File: src/rtl/acc_array.sv
// acc_array: LANES independent signed windowed accumulators behind a valid/ready handshake.
// Define ACC_ARRAY_SAT_EN to saturate each lane and flag overflow; the default build wraps.
module acc_array #(
  parameter int LANES     = 4,
  parameter int IN_WIDTH  = 16,
  parameter int WIDTH     = 24,
  parameter int CNT_WIDTH = 8
) (
  input  logic                      clk,
  input  logic                      rst_n,
  input  logic                      clr,
  input  logic [CNT_WIDTH-1:0]      len,
  input  logic                      i_valid,
  output logic                      i_ready,
  input  logic [LANES*IN_WIDTH-1:0] i_data,
  output logic                      o_valid,
  input  logic                      o_ready,
  output logic [LANES*WIDTH-1:0]    o_data,
  output logic [LANES-1:0]          o_ovf
);

  typedef enum logic [0:0] {ST_ACC = 1'b0, ST_HOLD = 1'b1} state_t;

  state_t                        state_r;
  logic [LANES-1:0][WIDTH-1:0]   acc_r;
  logic [CNT_WIDTH-1:0]          cnt_r;
  logic [CNT_WIDTH-1:0]          len_r;
  logic [LANES-1:0]              ovf_r;
  logic                          i_ready_r;
  logic                          o_valid_r;

  logic [LANES-1:0][WIDTH-1:0]   next_s;
  logic [LANES-1:0]              ovf_s;
  logic [CNT_WIDTH-1:0]          len_eff_s;
  logic                          transfer_s;
  logic                          first_s;
  logic                          last_s;

`ifdef ACC_ARRAY_SAT_EN
  localparam logic [WIDTH-1:0] SAT_MAX = {1'b0, {(WIDTH-1){1'b1}}};
  localparam logic [WIDTH-1:0] SAT_MIN = {1'b1, {(WIDTH-1){1'b0}}};

  logic [LANES-1:0][WIDTH:0]     wide_s;

  // Clamp a WIDTH+1 bit signed sum into the signed WIDTH range.
  function automatic logic [WIDTH-1:0] sat_trunc(input logic [WIDTH:0] w);
    logic [WIDTH-1:0] r;
    if (w[WIDTH] != w[WIDTH-1]) begin
      r = w[WIDTH] ? SAT_MIN : SAT_MAX;
    end else begin
      r = w[WIDTH-1:0];
    end
    return r;
  endfunction

  // Per-lane sum one bit wider than the accumulator so overflow is visible.
  always_comb begin
    wide_s = '0;
    next_s = '0;
    ovf_s  = '0;
    for (int i = 0; i < LANES; i++) begin
      wide_s[i] = {acc_r[i][WIDTH-1], acc_r[i]}
                + (WIDTH+1)'($signed(i_data[i*IN_WIDTH +: IN_WIDTH]));
      next_s[i] = sat_trunc(wide_s[i]);
      ovf_s[i]  = wide_s[i][WIDTH] ^ wide_s[i][WIDTH-1];
    end
  end
`else
  // Per-lane modulo-2^WIDTH sum; overflow is never reported in this build.
  always_comb begin
    next_s = '0;
    ovf_s  = '0;
    for (int i = 0; i < LANES; i++) begin
      next_s[i] = acc_r[i] + WIDTH'($signed(i_data[i*IN_WIDTH +: IN_WIDTH]));
    end
  end
`endif

  // The first beat of a window uses the live len, later beats the latched copy.
  always_comb begin
    transfer_s = i_valid & i_ready_r & (state_r == ST_ACC);
    first_s    = (cnt_r == {CNT_WIDTH{1'b0}});
    len_eff_s  = first_s ? len : len_r;
    last_s     = (cnt_r == len_eff_s);
  end

  // Window state, accumulators and registered handshake outputs.
  always_ff @(posedge clk or negedge rst_n) begin
    if (!rst_n) begin
      state_r   <= ST_ACC;
      acc_r     <= '0;
      cnt_r     <= {CNT_WIDTH{1'b0}};
      len_r     <= {CNT_WIDTH{1'b0}};
      ovf_r     <= {LANES{1'b0}};
      i_ready_r <= 1'b0;
      o_valid_r <= 1'b0;
    end else if (clr) begin
      state_r   <= ST_ACC;
      acc_r     <= '0;
      cnt_r     <= {CNT_WIDTH{1'b0}};
      ovf_r     <= {LANES{1'b0}};
      i_ready_r <= 1'b1;
      o_valid_r <= 1'b0;
    end else begin
      case (state_r)
        ST_ACC: begin
          if (transfer_s) begin
            acc_r <= next_s;
            ovf_r <= ovf_r | ovf_s;
            if (first_s) begin
              len_r <= len;
            end else begin
              len_r <= len_r;
            end
            if (last_s) begin
              state_r   <= ST_HOLD;
              i_ready_r <= 1'b0;
              o_valid_r <= 1'b1;
            end else begin
              cnt_r     <= cnt_r + {{(CNT_WIDTH-1){1'b0}}, 1'b1};
              i_ready_r <= 1'b1;
            end
          end else begin
            i_ready_r <= 1'b1;
          end
        end
        ST_HOLD: begin
          if (o_ready) begin
            state_r   <= ST_ACC;
            acc_r     <= '0;
            cnt_r     <= {CNT_WIDTH{1'b0}};
            ovf_r     <= {LANES{1'b0}};
            i_ready_r <= 1'b1;
            o_valid_r <= 1'b0;
          end else begin
            o_valid_r <= 1'b1;
          end
        end
        default: begin
          state_r   <= ST_ACC;
          acc_r     <= '0;
          cnt_r     <= {CNT_WIDTH{1'b0}};
          ovf_r     <= {LANES{1'b0}};
          i_ready_r <= 1'b1;
          o_valid_r <= 1'b0;
        end
      endcase
    end
  end

  assign i_ready = i_ready_r;
  assign o_valid = o_valid_r;
  assign o_data  = acc_r;
  assign o_ovf   = ovf_r;

endmodule
File: config.mk
export PLATFORM = sky130hd
export DESIGN_NAME = acc_array
export DESIGN_NICKNAME = d
export VERILOG_FILES = /design/src/rtl/acc_array.sv
export SDC_FILE = /design/constraint.sdc
export NUM_CORES = 1
export LEC_CHECK = 0
export CAP_MARGIN = 20
export CELL_PAD_IN_SITES_DETAIL_PLACEMENT = 0
export CELL_PAD_IN_SITES_GLOBAL_PLACEMENT = 1
export CORE_ASPECT_RATIO = 1.75
export CORE_UTILIZATION = 40
export CTS_CLUSTER_SIZE = 10
export DETAILED_ROUTE_END_ITERATION = 7
export PLACE_DENSITY_LB_ADDON = 0.1
export SLEW_MARGIN = 25
export SYNTH_ARGS = -nofsm -noshare
export SYNTH_HDL_FRONTEND = slang
export SYNTH_SLANG_ARGS = --single-unit
File: constraint.sdc
create_clock -name clk -period 3.4 [get_ports clk]
set_input_delay 0.51 -clock clk [delete_from_list [all_inputs] [get_ports clk]]
set_output_delay 0.51 -clock clk [all_outputs]
set_load 0.005 [all_outputs]
==> results.py <==
metrics = {
    "run_status": {
        "outcome": "finished, final reports clean",
    },
    "clock_network": {
        "cts_resized": 0,
        "clkTransAtPathRegs_ns": 0.05,
        "clk-insertion-delay-late_ns": 0.43,
        "cts_sinks": 115,
        "cts_made_buffers": 17,
        "postCtsSetupBuffers": 0,
        "cts_hold_buf": 0,
        "cts.htree.levels": 4,
        "cts_root_buf": "clkbuf_16",
        "clockBufferDepth": 2,
        "cts_tree": "built",
    },
    "finish": {
        "layoutNonFillerInstCount": 1536,
        "nets": 1406,
        "drive_above_1_share_pct": 9.41,
        "fin_area_sq_mm": 0.0119,
        "n_fill_cell": 2083,
        "synthToLayoutAreaGrowth_pct": 34.0,
        "num_antenna_cells": 0,
    },
    "global_route": {
        "antenna_found_initial": 0,
        "grt_overflow_total": 0,
        "grt_max_degree": 65,
        "grt_pass1_vias": 8689,
        "grt_first_pass_wirelength_mm": 41.9,
        "grt_use_total_pct": 23.7,
    },
    "pwr": {
        "leakagePower_uw": 0.00539,
        "cellPowerDensity_mw_per_mm2": 503,
        "swShare_pct": 34.6,
        "p_int_uw": 3910,
        "p_comb_share_pct": 42.1,
        "p_sw_uw": 2060,
        "power_frac_clock_pct": 27.6,
        "peakVddDrop_uv": 333,
        "sequentialPowerShare_pct": 30.2,
    },
    "yosys": {
        "yosysWarnings": 0,
        "yosysMostFrequentCell": "o21ai_0",
        "avgSynthCellArea_sq_um": 8.81,
        "synthTopCellsByArea": "dfrtp_1 32%, ha_1 13%, o21ai_0 6.8%",
        "synthFlopType": "dfrtp_1",
        "yosysTopAreaCell": "dfrtp_1",
        "ys_types": 67,
        "ys_ff_latch": 115,
        "syn-instance-count": 1006,
        "synth_area_sq_mm": 0.00886,
        "async_flop_share_pct": 100,
        "seq_area_frac_synth_pct": 32.5,
        "synth-edff-count": 0,
        "synth_top_area_share_pct": 32.5,
        "synth_top_cells_by_count": "120 x o21ai_0, 118 x nand2_1, 115 x dfrtp_1",
    },
    "placement": {
        "gp_congestion": 0.877,
        "post-dp-hpwl_mm": 19.7,
        "postPlaceCellArea_sq_mm": 0.0113,
        "numPlacedInstances": 1504,
        "numPortBuffers": 174,
    },
    "routing": {
        "wl_per_cell_microns": 16.9,
        "wirelength_mm": 26.0,
        "drt_iter0_drc": 207,
        "antenna_left": 0,
        "drcViolationCount": 0,
        "drt-pass1-iter-count": 5,
        "vias_per_cell": 5.47,
        "vias": 8401,
    },
    "setup_path": {
        "crit_slowest_cell": "clkdlybuf4s50_1",
        "cp-start-kind": "input pin",
        "worst_ep_required_time_ns": 3.69,
        "critPathKind": "in2reg",
        "path_cells": "clkdlybuf4s50_1 > ha_1 > inv_1 > fa_1 > nor2b_1 > o21a_1 > a311o_1 > o21ai_0 > o31a_1 > o31a_1 > a21boi_0 > xnor2_1 > o21ai_0",
        "worstPathMaxFanout": 3,
        "cpPeakStageDelay_ns": 0.47,
        "cp.arrival_ns": 3.39,
        "worst_setup_path_end_kind": "flop",
    },
    "floorplanning": {
        "die_area_sq_mm": 0.0228,
        "die_w_microns": 114,
        "core_sq_mm": 0.0216,
        "rows": 71,
        "die_h_microns": 199,
        "ioPinCount": 179,
        "start_util_pct": 41.0,
    },
    "timing": {
        "maxSlewHeadroom_pct": 44.3,
        "hold_violations": 0,
        "worstMarginPinSlew_ns": 0.833,
        "period_share_pct": 91.2,
        "rsz0062_at_grt": "no",
        "fin_skew_ns": 0.00545,
        "maxSlewViolCount": 0,
        "fmaxAchievable_ghz": 0.322,
        "setup_viol_count_final": 0,
        "period_needed_ns": 3.10,
    },
    "run": {
        "drv_cap": 0,
    },
    "worst_hold_path": {
        "worst_hold_path_type": "in2async",
    },
}
==> kinds of logic after synthesis <==
logic type	after synthesis	synth area share, %
AND/OR/NAND/NOR	290	15.6
AO/OA/AOI/OAI	365	26.8
other	1	0.0423
XOR/XNOR	70	6.92
buffers and inverters	57	2.73
adder cells (fa/ha/maj)	98	14.2
multiplexers	10	1.24
flip-flops	115	32.5
==> final cells by class <==
class | instances | area [sq um] | area share, %
multi-input cells | 837 | 5770 | 48.6
clock buffers | 27 | 503 | 4.24
flip-flops and latches | 115 | 2880 | 24.2
repair buffers | 236 | 2240 | 18.9
inverters | 24 | 90.1 | 0.759
well taps | 292 | 365 | 3.08
clock inverters | 5 | 25.0 | 0.211
==> registers in the layout, summed over array words and instances (netlist names) <==
signal	count
o_valid	1
cnt_r	8
i_ready	1
o_data	96
len_r	8
state_r	1
==> layout by cell type (no fill, tap or decap), drive strengths merged, types with 6 or more instances in the layout <==
| cell | synthesis | routed |
|---|---|---|
| clkdlybuf4s50 | 0 | 173 |
| o21ai | 123 | 123 |
| nand2 | 118 | 118 |
| dfrtp | 115 | 115 |
| ha | 94 | 94 |
| a21oi | 67 | 67 |
| buf | 9 | 63 |
| nor2 | 54 | 54 |
| a21o | 40 | 40 |
| xor2 | 40 | 40 |
| xnor2 | 30 | 30 |
| clkbuf | 24 | 27 |
| nand3 | 25 | 25 |
| inv | 24 | 24 |
| nor3 | 17 | 17 |
| o21a | 16 | 16 |
| nand2b | 15 | 15 |
| and3 | 14 | 14 |
| o31ai | 14 | 14 |
| nor2b | 13 | 13 |
| a211oi | 13 | 13 |
| a22o | 11 | 11 |
| a31oi | 10 | 10 |
| mux2 | 8 | 8 |
| a211o | 7 | 7 |
| a32o | 6 | 6 |
| a21boi | 6 | 6 |
| a2111oi | 6 | 6 |
==> power groups by stage <==
stage | registers (uW) | logic, uW | clock network, uW
after CTS | 1810 | 2540 | 1700
after floorplan | 1780 | 1510 | 0
final | 1810 | 2520 | 1650
after global routing | 1840 | 2810 | 1740
after detailed placement | 1830 | 2520 | 0
after global placement | 1830 | 2510 | 0
==> worst max-delay path, delay by kind of cell <==
family | cells | cell delay (ns)
adder cells (fa/ha/maj) | 2 | 0.56
AND/OR/NAND/NOR | 1 | 0.16
XOR/XNOR | 1 | 0.14
AO/OA/AOI/OAI | 7 | 1.48
buffers and inverters | 2 | 0.53
==> stage by stage <==
| step | TNS (ns) | setup WS, ns | hold WS (ns) | total power [uW] | util [%] |
|---|---|---|---|---|---|
| 6_report | 0 | 0.298 | 0.0802 | 5970 | 55.0 |
| 5_1_grt | 0 | 0.00950 | 0.116 | 6380 | 55.0 |
| 4_1_cts | 0 | 0.278 | 0.0910 | 6050 | 55.0 |
| 3_5_place_dp | -0.535 | -0.165 | 0.491 | 4350 | 52.5 |
| 3_3_place_gp | -0.173 | -0.0962 | 0.482 | 4340 | 52.5 |
| 2_1_floorplan | 0 | 0.537 | 0.214 | 3290 | - |
==> path summary, 6_finish.rpt <==
path	start	end	slack, ns	cells after the start
max	i_data[16]	o_data[46]$_DFFE_PN0P_	0.30	13
min	rst_n	len_r[2]$_DFFE_PN0P_	0.08	1
max reg2reg	o_data[24]$_DFFE_PN0P_	o_data[46]$_DFFE_PN0P_	0.47	12
min reg2reg	len_r[0]$_DFFE_PN0P_	len_r[0]$_DFFE_PN0P_	0.50	1
max in group asynchronous	rst_n	o_data[70]$_DFFE_PN0P_	2.46	2
min in group clk	len_r[0]$_DFFE_PN0P_	len_r[0]$_DFFE_PN0P_	0.50	1
==> per-layer routing <==
layer	vias up	track usage (%)	share of wire (%)
li1	4155	-	-
met1	4024	23.5	38
met2	177	45.9	55
met3	45	5.27	4.5
met4	0	10.9	3.3
met5	-	0	0
No activity file was read; power rests on OpenSTA's default activity.
